File: src/rtl/jogo_pkg.sv
// Constants and types shared by the game-logic stages and the pixel renderer.
package jogo_pkg;

  localparam int unsigned LARGURA_COORD = 10;
  localparam int unsigned JOGO_OFFSET_X = 144;
  localparam int unsigned JOGO_OFFSET_Y = 35;

  typedef logic [LARGURA_COORD-1:0] coord_t;
  typedef logic [LARGURA_COORD:0]   soma_t;

  typedef enum logic [1:0] {
    StOcioso,
    StVoo,
    StEspera
  } estado_t;

endpackage

File: src/rtl/bola_aliada_ctrl_if.sv
// Game-side inputs and renderer-side outputs of the player's shot controller.
interface bola_aliada_ctrl_if;
  import jogo_pkg::*;

  logic   ativo;
  logic   perdeu;
  logic   disparo;
  logic   frame_tick;
  coord_t x_nave;
  coord_t y_nave;
  coord_t largura_nave;
  coord_t x_inimigo;
  coord_t y_inimigo;
  coord_t largura_inimigo;
  coord_t altura_inimigo;
  coord_t x_bola_aliada;
  coord_t y_bola_aliada;
  coord_t raio_bola_aliada;
  logic   em_voo;
  logic   acerto;
  logic [7:0] pontos;

  modport master (
    output ativo, perdeu, disparo, frame_tick,
    output x_nave, y_nave, largura_nave,
    output x_inimigo, y_inimigo, largura_inimigo, altura_inimigo,
    input  x_bola_aliada, y_bola_aliada, raio_bola_aliada, em_voo, acerto, pontos
  );

  modport slave (
    input  ativo, perdeu, disparo, frame_tick,
    input  x_nave, y_nave, largura_nave,
    input  x_inimigo, y_inimigo, largura_inimigo, altura_inimigo,
    output x_bola_aliada, y_bola_aliada, raio_bola_aliada, em_voo, acerto, pontos
  );

endinterface

File: src/rtl/colisao_ret.sv
// Combinational hit test: circle centre column inside the rectangle span and the
// circle's vertical extent overlapping it. All quantities in screen coordinates.
module colisao_ret
  import jogo_pkg::*;
(
  input  soma_t  i_cx,
  input  soma_t  i_cy,
  input  soma_t  i_raio,
  input  soma_t  i_ret_x,
  input  soma_t  i_ret_y,
  input  coord_t i_largura,
  input  coord_t i_altura,
  output logic   o_colide
);

  soma_t w_dir;
  soma_t w_base;
  soma_t w_topo_bola;
  soma_t w_base_bola;

  assign w_dir       = i_ret_x + {1'b0, i_largura};
  assign w_base      = i_ret_y + {1'b0, i_altura};
  assign w_topo_bola = i_cy - i_raio;
  assign w_base_bola = i_cy + i_raio;

  assign o_colide = (i_cx >= i_ret_x) && (i_cx <= w_dir) &&
                    (w_topo_bola <= w_base) && (w_base_bola >= i_ret_y);

endmodule

File: src/rtl/bola_aliada_ctrl.sv
// Player's shot: launch from the ship on a fire edge, climb once per frame,
// score hits on the enemy, then cool down before the next shot.
module bola_aliada_ctrl
  import jogo_pkg::*;
#(
    parameter int unsigned RAIO       = 5,
    parameter int unsigned VELOCIDADE = 4,
    parameter int unsigned OFFSET_X   = JOGO_OFFSET_X,
    parameter int unsigned OFFSET_Y   = JOGO_OFFSET_Y,
    parameter int unsigned ESPERA     = 8
) (
    input logic               CLOCK_50,
    input logic               reset,
    bola_aliada_ctrl_if.slave bus
);

    localparam int unsigned LARG_CONT = $clog2(ESPERA + 1);
    localparam soma_t  OFF_X_W   = soma_t'(OFFSET_X);
    localparam soma_t  OFF_Y_W   = soma_t'(OFFSET_Y);
    localparam soma_t  RAIO_W    = soma_t'(RAIO);
    localparam soma_t  LIM_SAIDA = soma_t'(OFFSET_Y + RAIO + VELOCIDADE);
    localparam coord_t RAIO_C    = coord_t'(RAIO);
    localparam coord_t VEL_C     = coord_t'(VELOCIDADE);
    localparam logic [LARG_CONT-1:0] CONT_FIM = LARG_CONT'(ESPERA - 1);

    estado_t              r_estado, r_estado_d;
    coord_t               r_x, r_x_d;
    coord_t               r_y, r_y_d;
    coord_t               r_raio, r_raio_d;
    logic                 r_em_voo, r_em_voo_d;
    logic                 r_acerto, r_acerto_d;
    logic [7:0]           r_pontos, r_pontos_d;
    logic [LARG_CONT-1:0] r_cont, r_cont_d;
    logic                 r_disparo_prev;

    logic w_borda;
    logic w_colide;

    assign w_borda = bus.disparo & ~r_disparo_prev;

    colisao_ret u_colisao (
        .i_cx      ({1'b0, r_x}),
        .i_cy      ({1'b0, r_y}),
        .i_raio    (RAIO_W),
        .i_ret_x   ({1'b0, bus.x_inimigo} + OFF_X_W),
        .i_ret_y   ({1'b0, bus.y_inimigo} + OFF_Y_W),
        .i_largura (bus.largura_inimigo),
        .i_altura  (bus.altura_inimigo),
        .o_colide  (w_colide)
    );

    always_ff @(posedge CLOCK_50 or posedge reset) begin
        if (reset) begin
            r_estado       <= StOcioso;
            r_x            <= '0;
            r_y            <= '0;
            r_raio         <= '0;
            r_em_voo       <= 1'b0;
            r_acerto       <= 1'b0;
            r_pontos       <= '0;
            r_cont         <= '0;
            r_disparo_prev <= 1'b0;
        end else begin
            r_estado       <= r_estado_d;
            r_x            <= r_x_d;
            r_y            <= r_y_d;
            r_raio         <= r_raio_d;
            r_em_voo       <= r_em_voo_d;
            r_acerto       <= r_acerto_d;
            r_pontos       <= r_pontos_d;
            r_cont         <= r_cont_d;
            r_disparo_prev <= bus.disparo;
        end
    end

    always_comb begin
        r_estado_d = r_estado;
        r_x_d      = r_x;
        r_y_d      = r_y;
        r_raio_d   = r_raio;
        r_em_voo_d = r_em_voo;
        r_acerto_d = 1'b0;
        r_pontos_d = r_pontos;
        r_cont_d   = r_cont;

        // Abort outranks everything; x/y are left as they were.
        if (!bus.ativo || bus.perdeu) begin
            r_estado_d = StOcioso;
            r_raio_d   = '0;
            r_em_voo_d = 1'b0;
            r_cont_d   = '0;
            if (!bus.ativo) r_pontos_d = '0;
        end else begin
            unique case (r_estado)
                StOcioso: begin
                    if (w_borda) begin
                        r_estado_d = StVoo;
                        r_x_d      = coord_t'({1'b0, bus.x_nave} + OFF_X_W +
                                              ({1'b0, bus.largura_nave} >> 1));
                        r_y_d      = coord_t'({1'b0, bus.y_nave} + OFF_Y_W - RAIO_W);
                        r_raio_d   = RAIO_C;
                        r_em_voo_d = 1'b1;
                    end
                end
                StVoo: begin
                    if (bus.frame_tick) begin
                        if (w_colide || ({1'b0, r_y} < LIM_SAIDA)) begin
                            r_estado_d = StEspera;
                            r_raio_d   = '0;
                            r_em_voo_d = 1'b0;
                            r_cont_d   = '0;
                            if (w_colide) begin
                                r_acerto_d = 1'b1;
                                if (r_pontos != 8'hFF) r_pontos_d = r_pontos + 8'd1;
                            end
                        end else begin
                            r_y_d = r_y - VEL_C;
                        end
                    end
                end
                StEspera: begin
                    if (bus.frame_tick) begin
                        r_cont_d = r_cont + 1'b1;
                        if (r_cont == CONT_FIM) r_estado_d = StOcioso;
                    end
                end
                default: r_estado_d = StOcioso;
            endcase
        end
    end

    assign bus.x_bola_aliada    = r_x;
    assign bus.y_bola_aliada    = r_y;
    assign bus.raio_bola_aliada = r_raio;
    assign bus.em_voo           = r_em_voo;
    assign bus.acerto           = r_acerto;
    assign bus.pontos           = r_pontos;

endmodule

File: src/flat_wrapper.sv
// flat-port wrapper written by rule: the top's interface ports become plain ports
module bola_aliada_ctrl_flat import jogo_pkg::*;
#(
    parameter int unsigned RAIO       = 5,
    parameter int unsigned VELOCIDADE = 4,
    parameter int unsigned OFFSET_X   = JOGO_OFFSET_X,
    parameter int unsigned OFFSET_Y   = JOGO_OFFSET_Y,
    parameter int unsigned ESPERA     = 8
)
  (CLOCK_50, reset, bus_ativo, bus_perdeu, bus_disparo, bus_frame_tick, bus_x_nave, bus_y_nave, bus_largura_nave, bus_x_inimigo, bus_y_inimigo, bus_largura_inimigo, bus_altura_inimigo, bus_x_bola_aliada, bus_y_bola_aliada, bus_raio_bola_aliada, bus_em_voo, bus_acerto, bus_pontos);
  bola_aliada_ctrl_if bus_i ();
  input logic CLOCK_50;
  input logic reset;
  input wire logic [$bits(bus_i.ativo)-1:0] bus_ativo;
  input wire logic [$bits(bus_i.perdeu)-1:0] bus_perdeu;
  input wire logic [$bits(bus_i.disparo)-1:0] bus_disparo;
  input wire logic [$bits(bus_i.frame_tick)-1:0] bus_frame_tick;
  input wire logic [$bits(bus_i.x_nave)-1:0] bus_x_nave;
  input wire logic [$bits(bus_i.y_nave)-1:0] bus_y_nave;
  input wire logic [$bits(bus_i.largura_nave)-1:0] bus_largura_nave;
  input wire logic [$bits(bus_i.x_inimigo)-1:0] bus_x_inimigo;
  input wire logic [$bits(bus_i.y_inimigo)-1:0] bus_y_inimigo;
  input wire logic [$bits(bus_i.largura_inimigo)-1:0] bus_largura_inimigo;
  input wire logic [$bits(bus_i.altura_inimigo)-1:0] bus_altura_inimigo;
  output wire logic [$bits(bus_i.x_bola_aliada)-1:0] bus_x_bola_aliada;
  output wire logic [$bits(bus_i.y_bola_aliada)-1:0] bus_y_bola_aliada;
  output wire logic [$bits(bus_i.raio_bola_aliada)-1:0] bus_raio_bola_aliada;
  output wire logic [$bits(bus_i.em_voo)-1:0] bus_em_voo;
  output wire logic [$bits(bus_i.acerto)-1:0] bus_acerto;
  output wire logic [$bits(bus_i.pontos)-1:0] bus_pontos;
  assign bus_i.ativo = bus_ativo;
  assign bus_i.perdeu = bus_perdeu;
  assign bus_i.disparo = bus_disparo;
  assign bus_i.frame_tick = bus_frame_tick;
  assign bus_i.x_nave = bus_x_nave;
  assign bus_i.y_nave = bus_y_nave;
  assign bus_i.largura_nave = bus_largura_nave;
  assign bus_i.x_inimigo = bus_x_inimigo;
  assign bus_i.y_inimigo = bus_y_inimigo;
  assign bus_i.largura_inimigo = bus_largura_inimigo;
  assign bus_i.altura_inimigo = bus_altura_inimigo;
  assign bus_x_bola_aliada = bus_i.x_bola_aliada;
  assign bus_y_bola_aliada = bus_i.y_bola_aliada;
  assign bus_raio_bola_aliada = bus_i.raio_bola_aliada;
  assign bus_em_voo = bus_i.em_voo;
  assign bus_acerto = bus_i.acerto;
  assign bus_pontos = bus_i.pontos;
  bola_aliada_ctrl #(.RAIO(RAIO), .VELOCIDADE(VELOCIDADE), .OFFSET_X(OFFSET_X), .OFFSET_Y(OFFSET_Y), .ESPERA(ESPERA)) u_core (.CLOCK_50(CLOCK_50), .reset(reset), .bus(bus_i));
endmodule
File: config.mk
export PLATFORM = sky130hd
export DESIGN_NAME = bola_aliada_ctrl_flat
export DESIGN_NICKNAME = d
export VERILOG_FILES = /design/src/rtl/jogo_pkg.sv /design/src/rtl/bola_aliada_ctrl_if.sv /design/src/rtl/colisao_ret.sv /design/src/rtl/bola_aliada_ctrl.sv /design/src/flat_wrapper.sv
export SDC_FILE = /design/constraint.sdc
export NUM_CORES = 1
export LEC_CHECK = 0
export ABC_AREA = 1
export BUFFER_PORTS_ARGS = -buffer_cell sky130_fd_sc_hd__clkbuf_2
export CORE_MARGIN = 2
export CORE_UTILIZATION = 55
export CTS_CLUSTER_DIAMETER = 80
export DETAILED_ROUTE_END_ITERATION = 16
export HOLD_SLACK_MARGIN = 0.06
export PLACE_DENSITY = 0.78
export SLEW_MARGIN = 20
export SYNTH_ARGS = -nofsm -noshare
export SYNTH_HDL_FRONTEND = slang
export SYNTH_SLANG_ARGS = --single-unit
File: constraint.sdc
create_clock -name CLOCK_50 -period 6.05 [get_ports CLOCK_50]
set_input_delay 1.21 -clock CLOCK_50 [delete_from_list [all_inputs] [get_ports CLOCK_50]]
set_output_delay 1.21 -clock CLOCK_50 [all_outputs]
set_load 0.03 [all_outputs]
* After elaboration in Yosys (flattened, before gate mapping) *
Cells that the tools add are included.

storage, ports and cells
  bits in registers = 47
  bits in latches = 0
  bits in writable memories = 0
  ROM bits = 0
  input port bits = 76
  output and inout port bits = 40
  logic and storage cells = 102
  memories = 0

cells by class
  add/subtract/negate cells = 13
  multiply operators = 0
  div/mod/pow operators = 0
  order comparisons = 5
  equality and inequality tests = 13
  shift-type cells = 0
  mux-type cells = 38
  bitwise operators = 3
  reductions and logical operators = 21

operators with widths
  operator               number
  $mux 10                7
  $mux 8                 7
  $pmux 10 s2            2
  $add 11x10->11         2
  $sub 10x3->10 const B  2
  $mux 4                 4
  $mux 2                 6
  $reduce_bool 2->1      6
  $add 10x3->11 const B  1
  $add 10x6->11 const B  1
  $add 10x8->11 const B  1
  $ge 10x11->1           1
  $ge 11x11->1           1
  $le 10x11->1           1
  $le 11x11->1           1
  $sub 10x3->11 const B  1
  $add 10x6->10 const B  1
  $add 10x8->10 const B  1
  $add 10x9->10          1
  $lt 10x6->1 const B    1
  $reduce_and 5->1       2
  $mux 1                 9
  $ne 3x1->1 const B     3
  $add 8x1->8 const B    1
  21 further kinds       30

* Longest topological paths before layout *
  word-level depth = 11
  mapped depth = 31
  depth with buffers taken out = 31

* Modules after synthesis *
From an unflattened synthesis, not the netlist that was laid out.

second synthesis, totals
  cells, all modules = 970
  area, all modules = 6227.2 µm²

modules (own cells, without submodules)
  module            instances  cells an instance  area an instance (µm²)  seq. area each (µm²)
  colisao_ret       1          532                3213.1                  0.0
  bola_aliada_ctrl  1          438                3014.1                  925.9

* Worst setup path after synthesis *
No wires, ideal clock.

  kind = input to register
  start = in bus_y_inimigo[0]
  end = reg u_core.r_y[3], in the netlist u_core.bus.y_bola_aliada[3]
  library setup time = 121 ps
  arrival time = 4453 ps
  data required time = 5929 ps
  setup slack = 1476 ps
  stages = 29
  path buffers = 1
  cells stage by stage = inv_1 -> a21oi_1 -> or2_2 -> nand2_1 -> inv_1 -> ha_1 -> nand2_1 -> o21ai_0 -> nand2_1 -> nand2_1 -> a21oi_1 -> o21ai_0 -> nand2_1 -> nand2_1 -> a21oi_1 -> xnor2_1 -> ha_1 -> nand2_1 -> nor4_1 -> nand2_1 -> nand3_1 -> nand2_1 -> nand3_2 -> nand2_2 -> nand2_2 -> nand2_4 -> buf_6 -> nand2_2 -> o21ai_2

on the way
  cells in the longest elaborated chain, start to end = 8
  elaborated cells between the ends (all ways) = 9
  classes of those cells = add/sub: 2; order compare: 2; eq/ne: 1; reduce/logical: 4

ends and longest elaborated chain
  what                                 line                     source
  start, declared                      flat_wrapper.sv:22       input wire logic [$bits(bus_i.y_inimigo)-1:0] bus_y_inimigo;
  $add 10x6->11 *                      bola_aliada_ctrl.sv:46   .i_ret_y ({1'b0, bus.y_inimigo} + OFF_Y_W),
  $add 11x10->11                       colisao_ret.sv:22        assign w_base = i_ret_y + {1'b0, i_altura};
  $le 11x11->1                         colisao_ret.sv:27        (w_topo_bola <= w_base) && (w_base_bola >= i_ret_y);
  $logic_and 1x1->1                    colisao_ret.sv:26        assign o_colide = (i_cx >= i_ret_x) && (i_cx <= w_dir) &&
  $logic_and 1x1->1 *                  colisao_ret.sv:27
  $logic_or 1x1->1 *                   bola_aliada_ctrl.sv:107  if (w_colide || ({1'b0, r_y} < LIM_SAIDA)) begin
  $ne 2x2->1 (no source line) *        n/a
  $reduce_and 5->1 (no source line) *  n/a
  end signal, assigned                 bola_aliada_ctrl.sv:66   r_y <= r_y_d;
  end, declared                        bola_aliada_ctrl.sv:28   coord_t r_y, r_y_d;

Every way passes the cells marked *; elsewhere a longest branch is shown, timed or not.
A chain may end at the register's enable or synchronous reset.

* Worst setup path in the final report *
  start = in bus_y_inimigo[0]
  end = reg u_core.r_y[8], in the netlist u_core.bus.y_bola_aliada[8]

The elaborated chain is that of the path after synthesis.

==> run summary <==
Worst Path Required: 6.24 ns
Synth async-reset ratio: 1.00
GRT overflow: 0
Detailed placer's ending HPWL: 10200 um
Highest-delay cell along the critical path: ha_1
Number of cells produced by synthesis: 739
I/O pin count: 116
Die Outline Area: 10200 um^2
Kind of cell with the highest combined delay on the critical path: simple AND/OR/NAND/NOR gates
CTS buffer count: 5
Combined buffer and inverter count along the critical path: 4
Count of flip-flops with a built-in enable after synthesis: 0
Maximum Capacitance Violations: 0
Antenna violations before repair: 0
Setup_tns: 0 ns
Width of the die: 101 um
Clock network latency to the later pin of the worst-skew pair: 0.29 ns
Root buffer cell: clkbuf_8
Initial Util: 0.562
Clock-pin slew on the worst setup and hold paths: 0.07 ns
Placeable core region: 9200 um^2
Net total in the final layout: 1012
Actual slew at the worst max-slew pin: 0.507 ns
Number of global-route vias before repair: 4901
Final Setup Violations: 0
Clock tree from TritonCTS: built
Synth unique cells: 46
Kind of path behind the tightest hold check: flop to flop
Number of antenna-violating nets in the routed design: 0
RSZ-0062 raised after global routing: false
Flop and latch count out of synthesis: 37
Port Buf Inserts: 106
Detailed-route DRC error count: 0
Largest net degree at the start of global routing: 38
Setup Skew: 0.00667 ns
Number of H-tree levels: 2
Via count: 4961
Antenna Diode Count: 0
Count of hold-fix buffers inserted at cts: 0
Min Clock Period, post-route: 4.98 ns
Detailed Route WL: 12100 um
Fraction of the yosys area taken by sequential cells: 0.179
Post-CTS setup buffer count: 0
Clk buf depth: 2
Biggest fanout along the worst timing path: 14
Total of cells resized after clock tree synthesis: 0
Wire length of the first global-routing pass: 20600 um
Worst Path Class, Setup: primary input to flop
Detail-routed via count per cell: 5.22
Top achievable clock speed: 0.201 GHz
Data arrival, critical path: 5.17 ns
Number of detailed-routing iterations run before antenna repair: 4
Final clock period utilization by the worst path: 0.823
Core utilization of the finished layout: 0.633
Clock net sink count: 37
Leakage power: 3.36 nW
Commonest register cell after synthesis: dfrtp_1
Areal power density over the cells: 303 nW/um^2
Startpoint types: primary input
Final GP Congestion: 0.850
Normalized max-slew margin: 0.662
Starting DRT DRC Count: 129
Outcome: completed
Total count of hold-check failures in the final report: 0
Pins over their slew limit: 0
Max IR drop VDD: 149 uV
Cell type with the highest occurrence count on the critical path: nand2_1
Count of standard-cell rows: 35
Die Y: 101 um
Layout cell share with drive strength beyond 1: 0.170
Layout area overhead: 12.7%
Netlist area before placement: 5170 um^2
Type of destination of the critical path: flop
Mean instance size in the synthesized netlist: 6.99 um^2
Total routing usage reported by global routing: 0.244
Highest cell delay on the worst timing path: 0.33 ns
Yosys warning total: 0
Detailed-route wire length per cell: 12.7 um
-- layout make-up --
class	count	area, um^2
Clock buffer	5	68.8
Timing Repair Buffer	107	538
Clock inverter	3	17.5
Fill cell	859	3370
Inverter	108	405
Multi-Input combinational cell	580	3730
Tap cell	111	139
Sequential cell	37	926
-- stage by stage --
stage | instances | instance area [um^2] | setup slack (ns) | hold WS (ns) | total power [W]
after floorplan | 746 | 5190 | 1.48 | 0.463 | 0.00129
after global placement | 943 | 5740 | 0.943 | 0.487 | 0.00153
after detailed placement | 943 | 5740 | 0.764 | 0.491 | 0.00159
after CTS | 951 | 5820 | 1.07 | 0.508 | 0.00177
after global routing | 951 | 5820 | 0.540 | 0.534 | 0.00195
final | 951 | 5820 | 1.07 | 0.507 | 0.00176
-- layout by cell type, fill, tap and decap left out, drive strengths merged, types with 35 or more instances in the layout --
cell type and n:
a21oi 43, o21ai 35, nor2 64, inv 107, nand3 43, nand2 184, dfrtp 37, clkbuf 111
ha 94, xor2 36
-- sequential cells by signal, indices dropped and copies added, names as in the netlist --
signal / cells
u_core.r_cont: 4
u_core.r_disparo_prev: 1
u_core.bus.raio_bola_aliada: 1
u_core.bus.y_bola_aliada: 10
u_core.bus.x_bola_aliada: 10
u_core.bus.pontos: 8
u_core.bus.acerto: 1
u_core.r_estado: 2
-- cells by family after synthesis --
logic type	after synthesis	synth area share
AOI/OAI and AO/OA	104	0.117
xor gates and xnor gates	53	0.0899
adders and majority gates	97	0.239
buffers and inverters	129	0.104
DFF	37	0.179
other	1	0.000726
and+or+nand+nor	318	0.270
-- Yosys cell counts, drive strengths merged, types with 2 or more instances --
cell type / number / area [um^2]
o22ai: 2 / 12.5
a31oi: 5 / 31.3
buf: 15 / 109
xnor2: 17 / 149
o211ai: 2 / 15.0
nor3: 9 / 56.3
a21oi: 43 / 219
o21ai: 35 / 194
nor3b: 3 / 27.5
nand3: 43 / 238
nor2: 64 / 253
nand2: 184 / 726
inv: 107 / 402
a21o: 7 / 52.6
dfrtp: 37 / 926
fa: 3 / 60.1
nand4: 6 / 37.5
clkbuf: 6 / 22.5
or2: 3 / 18.8
ha: 94 / 1180
a211oi: 3 / 22.5
o31ai: 2 / 15.0
xor2: 36 / 315
and3: 2 / 12.5
nor4: 3 / 18.8
-- final timing paths --
path	endpoint	slack (ns)	depth (start not counted)	startpoint
min in group asynchronous	u_core.bus.pontos[3]$_DFFE_PP0P_	0.98	3	reset
max reg2reg	u_core.bus.y_bola_aliada[8]$_DFFE_PP0P_	2.77	18	u_core.bus.y_bola_aliada[3]$_DFFE_PP0P_
max in group asynchronous	u_core.bus.x_bola_aliada[7]$_DFFE_PP0P_	4.71	3	reset
min	u_core.r_cont[2]$_DFFE_PP0P_	0.51	2	u_core.r_cont[2]$_DFFE_PP0P_
max	u_core.bus.y_bola_aliada[8]$_DFFE_PP0P_	1.07	30	bus_y_inimigo[0]
min reg2reg	u_core.r_cont[2]$_DFFE_PP0P_	0.51	2	u_core.r_cont[2]$_DFFE_PP0P_
-- metal layers --
layer,part of all wire,up-vias,track usage
met5,0,-,0
met4,0.014,0,0.0593
met1,0.46,2246,0.309
li1,-,2589,-
met3,0.040,16,0.0236
met2,0.49,110,0.445
-- worst register-to-register path: stages (launching register included) --
cell and delay, ns:
dfrtp_1 0.50, inv_1 0.16, ha_1 0.21, a21oi_1 0.29, nand2_1 0.14, nor4_1 0.24, ha_1 0.32, nand2_1 0.13
nor2_1 0.06, a211oi_1 0.20, nand3_1 0.12, nand2_1 0.09, nand3_2 0.12, nand2_2 0.10, nand2_2 0.07, nand2_4 0.19
inv_1 0.10, nand2_1 0.07, nand2_1 0.04
-- power by group --
part           switching, W  total, W  internal [W]
sequential         0.000114  0.000414      0.000301
clock             0.0000907  0.000170     0.0000795
combinational      0.000733   0.00118      0.000446
total              0.000937   0.00176      0.000826
Power figures use the tool's default switching activity.
